### config.mk
export PLATFORM = sky130hd
export DESIGN_NAME = hazard_sequencer
export DESIGN_NICKNAME = d
export VERILOG_FILES = /design/src/rtl/hazard_sequencer.sv
export SDC_FILE = /design/constraint.sdc
export NUM_CORES = 1
export LEC_CHECK = 0
export ABC_AREA = 1
export CAP_MARGIN = 20
export CORE_MARGIN = 2
export CORE_UTILIZATION = 57
export DETAILED_ROUTE_END_ITERATION = 10
export DONT_BUFFER_PORTS = 1
export GPL_ROUTABILITY_DRIVEN = 0
export GPL_TIMING_DRIVEN = 0
export PLACE_DENSITY = 0.72
export SLEW_MARGIN = 5
export SYNTH_ARGS = -nofsm -noshare
export SYNTH_HDL_FRONTEND = slang
export SYNTH_SLANG_ARGS = --single-unit
### constraint.sdc
create_clock -name clk -period 4.01 [get_ports clk]
set_clock_uncertainty 0.15 [all_clocks]
set_input_delay 0.6015 -clock clk [delete_from_list [all_inputs] [get_ports clk]]
set_output_delay 0.6015 -clock clk [all_outputs]
set_load 0.01 [all_outputs]
### src/rtl/hazard_sequencer.sv
// hazard_sequencer: pipeline-control sequencer for the 5-stage RV32I core.
// Drives per-stage stall/flush enables and EX operand forwarding selects, and
// sequences load-use bubbles, branch flushes and data-memory wait states.
// Control outputs are combinational from registered state plus current inputs;
// state and the saturating event counters update on the rising clock edge.
module hazard_sequencer #(
  parameter int LU_CYCLES = 1,
  parameter int TIMEOUT   = 255,
  parameter int CNT_W     = 16
) (
  input  logic             clk,
  input  logic             rst,
  input  logic [4:0]       id_rs1,
  input  logic [4:0]       id_rs2,
  input  logic             id_use_rs1,
  input  logic             id_use_rs2,
  input  logic [4:0]       ex_rs1,
  input  logic [4:0]       ex_rs2,
  input  logic [4:0]       ex_rd,
  input  logic             ex_rd_en,
  input  logic [4:0]       mem_rd,
  input  logic             mem_reg_wr,
  input  logic [4:0]       wb_rd,
  input  logic             wb_reg_wr,
  input  logic             br_taken,
  input  logic             dmem_busy,
  output logic             stall_if,
  output logic             stall_id,
  output logic             stall_ex,
  output logic             stall_mem,
  output logic             flush_id,
  output logic             flush_ex,
  output logic [1:0]       fwd_a_sel,
  output logic [1:0]       fwd_b_sel,
  output logic             err_timeout,
  output logic [CNT_W-1:0] stall_count,
  output logic [CNT_W-1:0] flush_count
);

  localparam int LU_W   = (LU_CYCLES > 1) ? $clog2(LU_CYCLES + 1) : 1;
  localparam int WAIT_W = (TIMEOUT > 1) ? $clog2(TIMEOUT + 1) : 1;

  typedef enum logic [1:0] {
    RUN      = 2'd0,
    LU_STALL = 2'd1,
    MEM_WAIT = 2'd2
  } state_t;

  state_t            state;
  logic [LU_W-1:0]   lu_cnt;
  logic [WAIT_W-1:0] wait_cnt;
  logic              lu_hit;
  logic              br_flush;

  // Pick the youngest in-flight producer of a register; MEM beats WB, x0 never forwards.
  function automatic logic [1:0] fwd_select(input logic [4:0] rs,
                                            input logic [4:0] m_rd, input logic m_wr,
                                            input logic [4:0] w_rd, input logic w_wr);
    logic [1:0] sel;
    sel = 2'b00;
    if (m_wr && (m_rd != 5'd0) && (m_rd == rs)) begin
      sel = 2'b01;
    end else if (w_wr && (w_rd != 5'd0) && (w_rd == rs)) begin
      sel = 2'b10;
    end
    return sel;
  endfunction

  // Forwarding selects apply in every state but are forced to the regfile during reset.
  always_comb begin
    fwd_a_sel = 2'b00;
    fwd_b_sel = 2'b00;
    if (!rst) begin
      fwd_a_sel = fwd_select(ex_rs1, mem_rd, mem_reg_wr, wb_rd, wb_reg_wr);
      fwd_b_sel = fwd_select(ex_rs2, mem_rd, mem_reg_wr, wb_rd, wb_reg_wr);
    end
  end

  // A load in EX whose destination is read by the instruction in ID needs a bubble.
  always_comb begin
    lu_hit = ex_rd_en && (ex_rd != 5'd0) &&
             ((id_use_rs1 && (ex_rd == id_rs1)) || (id_use_rs2 && (ex_rd == id_rs2)));
  end

  // Same-cycle stall/flush decode: memory wait beats branch flush beats load-use bubble.
  always_comb begin
    stall_if  = 1'b0;
    stall_id  = 1'b0;
    stall_ex  = 1'b0;
    stall_mem = 1'b0;
    flush_id  = 1'b0;
    flush_ex  = 1'b0;
    br_flush  = 1'b0;
    if (rst) begin
      flush_id = 1'b1;
      flush_ex = 1'b1;
    end else begin
      case (state)
        RUN, LU_STALL: begin
          if (dmem_busy) begin
            stall_if  = 1'b1;
            stall_id  = 1'b1;
            stall_ex  = 1'b1;
            stall_mem = 1'b1;
          end else if (br_taken) begin
            flush_id = 1'b1;
            flush_ex = 1'b1;
            br_flush = 1'b1;
          end else if ((state == LU_STALL) || lu_hit) begin
            stall_if = 1'b1;
            stall_id = 1'b1;
            flush_ex = 1'b1;
          end
        end
        MEM_WAIT: begin
          if (dmem_busy) begin
            stall_if  = 1'b1;
            stall_id  = 1'b1;
            stall_ex  = 1'b1;
            stall_mem = 1'b1;
          end
        end
        default: begin
          stall_if = 1'b0;
        end
      endcase
    end
  end

  // Sequencer state, bubble/wait counters, sticky timeout and saturating event counters.
  always_ff @(posedge clk) begin
    if (rst) begin
      state       <= RUN;
      lu_cnt      <= '0;
      wait_cnt    <= '0;
      err_timeout <= 1'b0;
      stall_count <= '0;
      flush_count <= '0;
    end else begin
      if (stall_if && (stall_count != {CNT_W{1'b1}})) begin
        stall_count <= stall_count + 1'b1;
      end
      if (br_flush && (flush_count != {CNT_W{1'b1}})) begin
        flush_count <= flush_count + 1'b1;
      end
      case (state)
        RUN: begin
          if (dmem_busy) begin
            wait_cnt <= WAIT_W'(1);
            state    <= MEM_WAIT;
          end else if (br_taken) begin
            state <= RUN;
          end else if (lu_hit && (LU_CYCLES > 1)) begin
            lu_cnt <= LU_W'(LU_CYCLES - 1);
            state  <= LU_STALL;
          end
        end
        LU_STALL: begin
          if (dmem_busy) begin
            lu_cnt   <= '0;
            wait_cnt <= WAIT_W'(1);
            state    <= MEM_WAIT;
          end else if (br_taken) begin
            lu_cnt <= '0;
            state  <= RUN;
          end else begin
            lu_cnt <= lu_cnt - 1'b1;
            if (lu_cnt == LU_W'(1)) begin
              state <= RUN;
            end
          end
        end
        MEM_WAIT: begin
          if (!dmem_busy) begin
            state <= RUN;
          end else if (wait_cnt == WAIT_W'(TIMEOUT)) begin
            err_timeout <= 1'b1;
          end else begin
            wait_cnt <= wait_cnt + 1'b1;
          end
        end
        default: begin
          state <= RUN;
        end
      endcase
    end
  end

endmodule

# Word level (Yosys, flattened, before mapping)
# Cells that the tools add are included.
# classes
n_mux	36
magnitude_cmp	0
addsub	4
multipliers	0
div_mod_pow	0
n_bitwise	0
n_reduce_logical	24
eq_ne	17
shift	0
# op_table
operator	count
adder 16 x 1 -> 16 bit, second input constant	2
!= test 16 bit, second input constant	2
equality test 5 bit	6
2-to-1 mux 2 bit	12
2-to-1 mux 8 bit	3
2-to-1 mux 1 bit	18
case mux 8 bit (2 select lines)	1
nonzero test 5 bit	3
logical AND 1 bit	12
adder 8 x 1 -> 8 bit, second input constant	1
equality test 8 bit, second input constant	1
!= test 2 bit, second input constant	3
case mux 2 bit (3 select lines)	1
AND reduction 3 bit	2
!= test 4 bit, second input constant	1
AND reduction 4 bit	1
!= test 3 bit, second input constant	1
OR reduction 3 bit	1
equality test 2 x 1 -> 1 bit, second input constant	1
equality test 2 bit, second input constant	1
zero test 2 bit	1
logical OR 1 bit	2
!= test 2 x 1 -> 1 bit, second input constant	1
case mux 1 bit (2 select lines)	1
3 further kinds	3
# totals
in_bits	44
ff_bits	44
output_inout_bits	43
mem_count	0
mem_bits_rw	0
wordCells	87
romBits	0
latchBits	0

# Logic depth before layout (Yosys ltp)
# logic_depth
depth_word	11
ltp_mapped	12
ltp_nobuf	12

# Worst setup path before layout
# OpenSTA, ideal clock, no wires.
# synth_path
path_type	input to output
start	in ex_rd[2]
end	out stall_if
stages	9
t_arrival_ns	1.523
required_ns	3.259
setup_slack_ns	1.735
path_cell_list	inv_1 -> nand4_1 -> o21ai_0 -> inv_1 -> nand3_1 -> nand2_2 -> buf_6 -> buf_6 -> buf_4
# synth_between
elab_chain_len	10
# synth_lines
element	line	source
start, declared	19	input logic [4:0] ex_rd,
equality test 5 bit	82	((id_use_rs1 && (ex_rd == id_rs1)) || (id_use_rs2 && (ex_rd == id_rs2)));
logical AND 1 bit	82	
logical OR 1 bit	82	
logical AND 1 bit (*)	81	lu_hit = ex_rd_en && (ex_rd != 5'd0) &&
logical OR 1 bit (*)	109	end else if ((state == LU_STALL) || lu_hit) begin
2-to-1 mux 1 bit (*) (3 in a row)	n/a	
case mux 1 bit (2 select lines) (*)	n/a	
2-to-1 mux 1 bit (*)	n/a	
end, declared	27	output logic stall_if,
# Mark *: on every way between the ends. The rest lies on a longest branch, timed or not.

# Worst setup path after layout
# layout_path
start	reg state[1]
end	out stall_if
# layout_between
elab_chain_len	7
# layout_lines
element	line	source
start, declared	49	state_t state;
start signal, assigned	133	state <= RUN;
start signal, assigned	150	state <= MEM_WAIT;
start signal, assigned	152	state <= RUN;
equality test 2 x 1 -> 1 bit	n/a	
logical OR 1 bit	109	
2-to-1 mux 1 bit (3 in a row)	n/a	
case mux 1 bit (2 select lines) (*)	n/a	
2-to-1 mux 1 bit (*)	n/a	
# Marks and branches as above.

==> flow_summary_export.csv <==
group,metric,value,unit
status,status,"finished, final reports clean",
logic_synthesis,synth_cell_type_count,30,
clocking,clockRootBuffer,"clkbuf_8",
worst_hold_path,hold_class,"flop to flop",
die,num_rows,25,
logic_synthesis,synth_area_per_cell,6.48,um^2
final_layout,fillerInstances,449,
final_layout,register_area,841,um^2
clocking,clk_path_buf_depth,2,
final_layout,area_delta_synth_final,7.92,%
die,ios,87,
final_layout,diodes,0,
logic_synthesis,synth_area,0.00280,mm^2
sta,rsz0062_at_grt,"false",
drt,viasPerCell,5.17,
logic_synthesis,postSynthCellCount,432,
placed_design,numPortBuffers,0,
setup_path,cpPeakStageDelay,0.44,ns
sta,setup_violations,0,
final_layout,drive_gt1_share,6.59,%
setup_path,required,3.26,ns
sta,maxSlewHeadroom,64.0,%
drt,drt_iter0_markers,121,
setup_path,cp.arrival,1.84,ns
logic_synthesis,synth_mux_area_share,0,%
logic_synthesis,synth-edff-count,0,
logic_synthesis,synth_fa_ha_area_share,1.34,%
setup_path,critPathKind,"flop to output pin",
setup_path,path_max_fanout,11,
logic_synthesis,synth-xor-area-share,11.6,%
logic_synthesis,yosys_most_used_dff,"dfxtp_1",
power,ir_drop,0.180,mV
drt,ant_nets,0,
power,power.total,909,uW
setup_path,worstPathCellList,"nor2_1 > nand2_1 > inv_1 > nor2_2 > nand2_1 > inv_1 > nand3_1 > nand2_2 > buf_6 > buf_6 > buf_4",
die,chipHeight,74.1,um
clocking,clk_pin_slew,0.08,ns
clocking,cts_tree,"built",
setup_path,startpoint_type,"flop",
placed_design,hpwl,4890,um
clocking,postCtsSetupRepairBufs,0,
logic_synthesis,synth_top_area_share,30.1,%
logic_synthesis,yosysWarnings,0,
global_routing,antenna_found_initial,0,
clocking,holdBufCountCts,0,
logic_synthesis,yosysSeqAreaShare,30.1,%
sta,setup-tns-final,0,ns
logic_synthesis,synth.most_common_cell,"nand2_1",
sta,min_period,2.59,ns
sta,hold_viol,0,
logic_synthesis,synth.area.top_cells,"dfxtp_1 30%, nand2_1 14%, xor2_1 8.5%",
global_routing,track_usage,24.2,%
logic_synthesis,ys_ff_latch,42,
power,p_per_area,301,mW/mm^2
sta,worstMarginPinSlew,0.541,ns
clocking,cts_resized,0,
logic_synthesis,synth_compound_area_share,9.79,%
setup_path,cp_top_family,"simple AND/OR/NAND/NOR gates",
logic_synthesis,synth_common_cells,"105 x nand2_1, 56 x inv_1, 43 x nand3_1",
clocking,htreeDepth,2,
drt,drc_errors,0,
job,max-cap-violations,0,
global_routing,grt_pass1_vias,2434,
drt,drt_pass1_iterations,5,
sta,fin_crit_sh,64.7,%
global_routing,grt_first_pass_wirelength,10400,um
drt,wl,6270,um
final_layout,nets,486,
sta,max_freq,385,MHz
die,start_util,59.2,%
logic_synthesis,synth_top_family_by_area,"simple AND/OR/NAND/NOR gates",
clocking,insertion_delay,0.30,ns
die,dieArea,0.00548,mm^2
final_layout,multiInputGateArea,0.00167,mm^2
drt,wl_per_cell,12.4,um
clocking,numClockSinks,42,
setup_path,critical_path_buf_inv_count,5,
global_routing,grt_start_max_net_pins,15,
setup_path,slowest_stage,"dfxtp_1",
logic_synthesis,synthArstFlopShare,0,%
global_routing,gr-total-overflow,0,
logic_synthesis,synth-simple-area-share,37.0,%
setup_path,setup.worst_path.end_class,"output pin",
sta,hold_ws,0.297,ns
die,fp.coreArea,0.00472,mm^2
logic_synthesis,synth_area_leader_cell,"dfxtp_1",
logic_synthesis,synth_nets,479,
power,p_leak,1.23,nW
clocking,cts_buffers,5,
drt,vias,2622,
sta,slew_violations,0,
die,die_x,74.1,um
[per-layer routing]
layer  routed length, um  GRT usage, %  vias up
met1                2790          28.2     1136
met4                 105          7.47        0
met5                   0             0        -
met2                2940          42.9       80
li1                    -             -     1396
met3                 434          6.91       10
[cell type report]
type / count / share of cell area [%]
Multi-Input combinational cell: 322 / 55.3
Sequential cell: 42 / 27.8
Inverter: 57 / 7.09
Tap cell: 67 / 2.78
Buffer: 11 / 2.40
Clock buffer: 5 / 2.28
Clock inverter: 3 / 2.28
[sequential cells by signal, summed over array words and instances (netlist names)]
name / cells
err_timeout: 1
flush_count: 16
stall_count: 16
state: 1
wait_cnt: 8
[final timing paths]
path | start | endpoint | slack (ns) | cells past startpoint
worst max-delay path | state[1] | stall_if | 1.42 | 11
worst min-delay path | wait_cnt[4] | wait_cnt[4] | 0.30 | 2
worst max register to register | stall_count[0] | stall_count[2] | 1.78 | 9
worst min register to register | wait_cnt[4] | wait_cnt[4] | 0.30 | 2
[through the flow]
stage	utilization (%)	area [um^2]	instances	setup WS [ns]
2_1_floorplan	-	2800	432	1.74
3_3_place_gp	61.0	2880	499	1.58
3_5_place_dp	61.0	2880	499	1.59
4_1_cts	63.9	3020	507	1.39
5_1_grt	63.9	3020	507	1.24
6_report	63.9	3020	507	1.42
[kinds of logic after synthesis]
family                   count (synthesis)
AND/OR/NAND/NOR                        229
buffers and inverters                   68
AO/OA/AOI/OAI                           53
flip-flops                              42
XOR/XNOR                                37
adder cells (fa/ha/maj)                  3
[power by group]
| group | total [mW] | switching, mW | internal (mW) |
|---|---|---|---|
| Clock | 0.404 | 0.155 | 0.249 |
| Sequential | 0.425 | 0.00503 | 0.420 |
| Combinational | 0.0801 | 0.0477 | 0.0324 |
[cells in the final DEF, fill, tap and decap left out, types with 10 or more instances in the layout]
master,count
a21oi_1,36
dfxtp_1,42
xnor2_1,10
xor2_1,27
nand3_1,43
nand2_1,105
inv_1,56
nor2_1,41
nor3_1,12
o21ai_0,14
[worst reg2reg max path: cells and delay by family, from the launching register on]
kind            cells  cell delay [ns]
fa+ha+maj           1             0.29
flops               1             0.47
simple gates        6             0.89
compound gates      1             0.07
buf+inv             1             0.22
No activity file was read; power rests on OpenSTA's default activity.
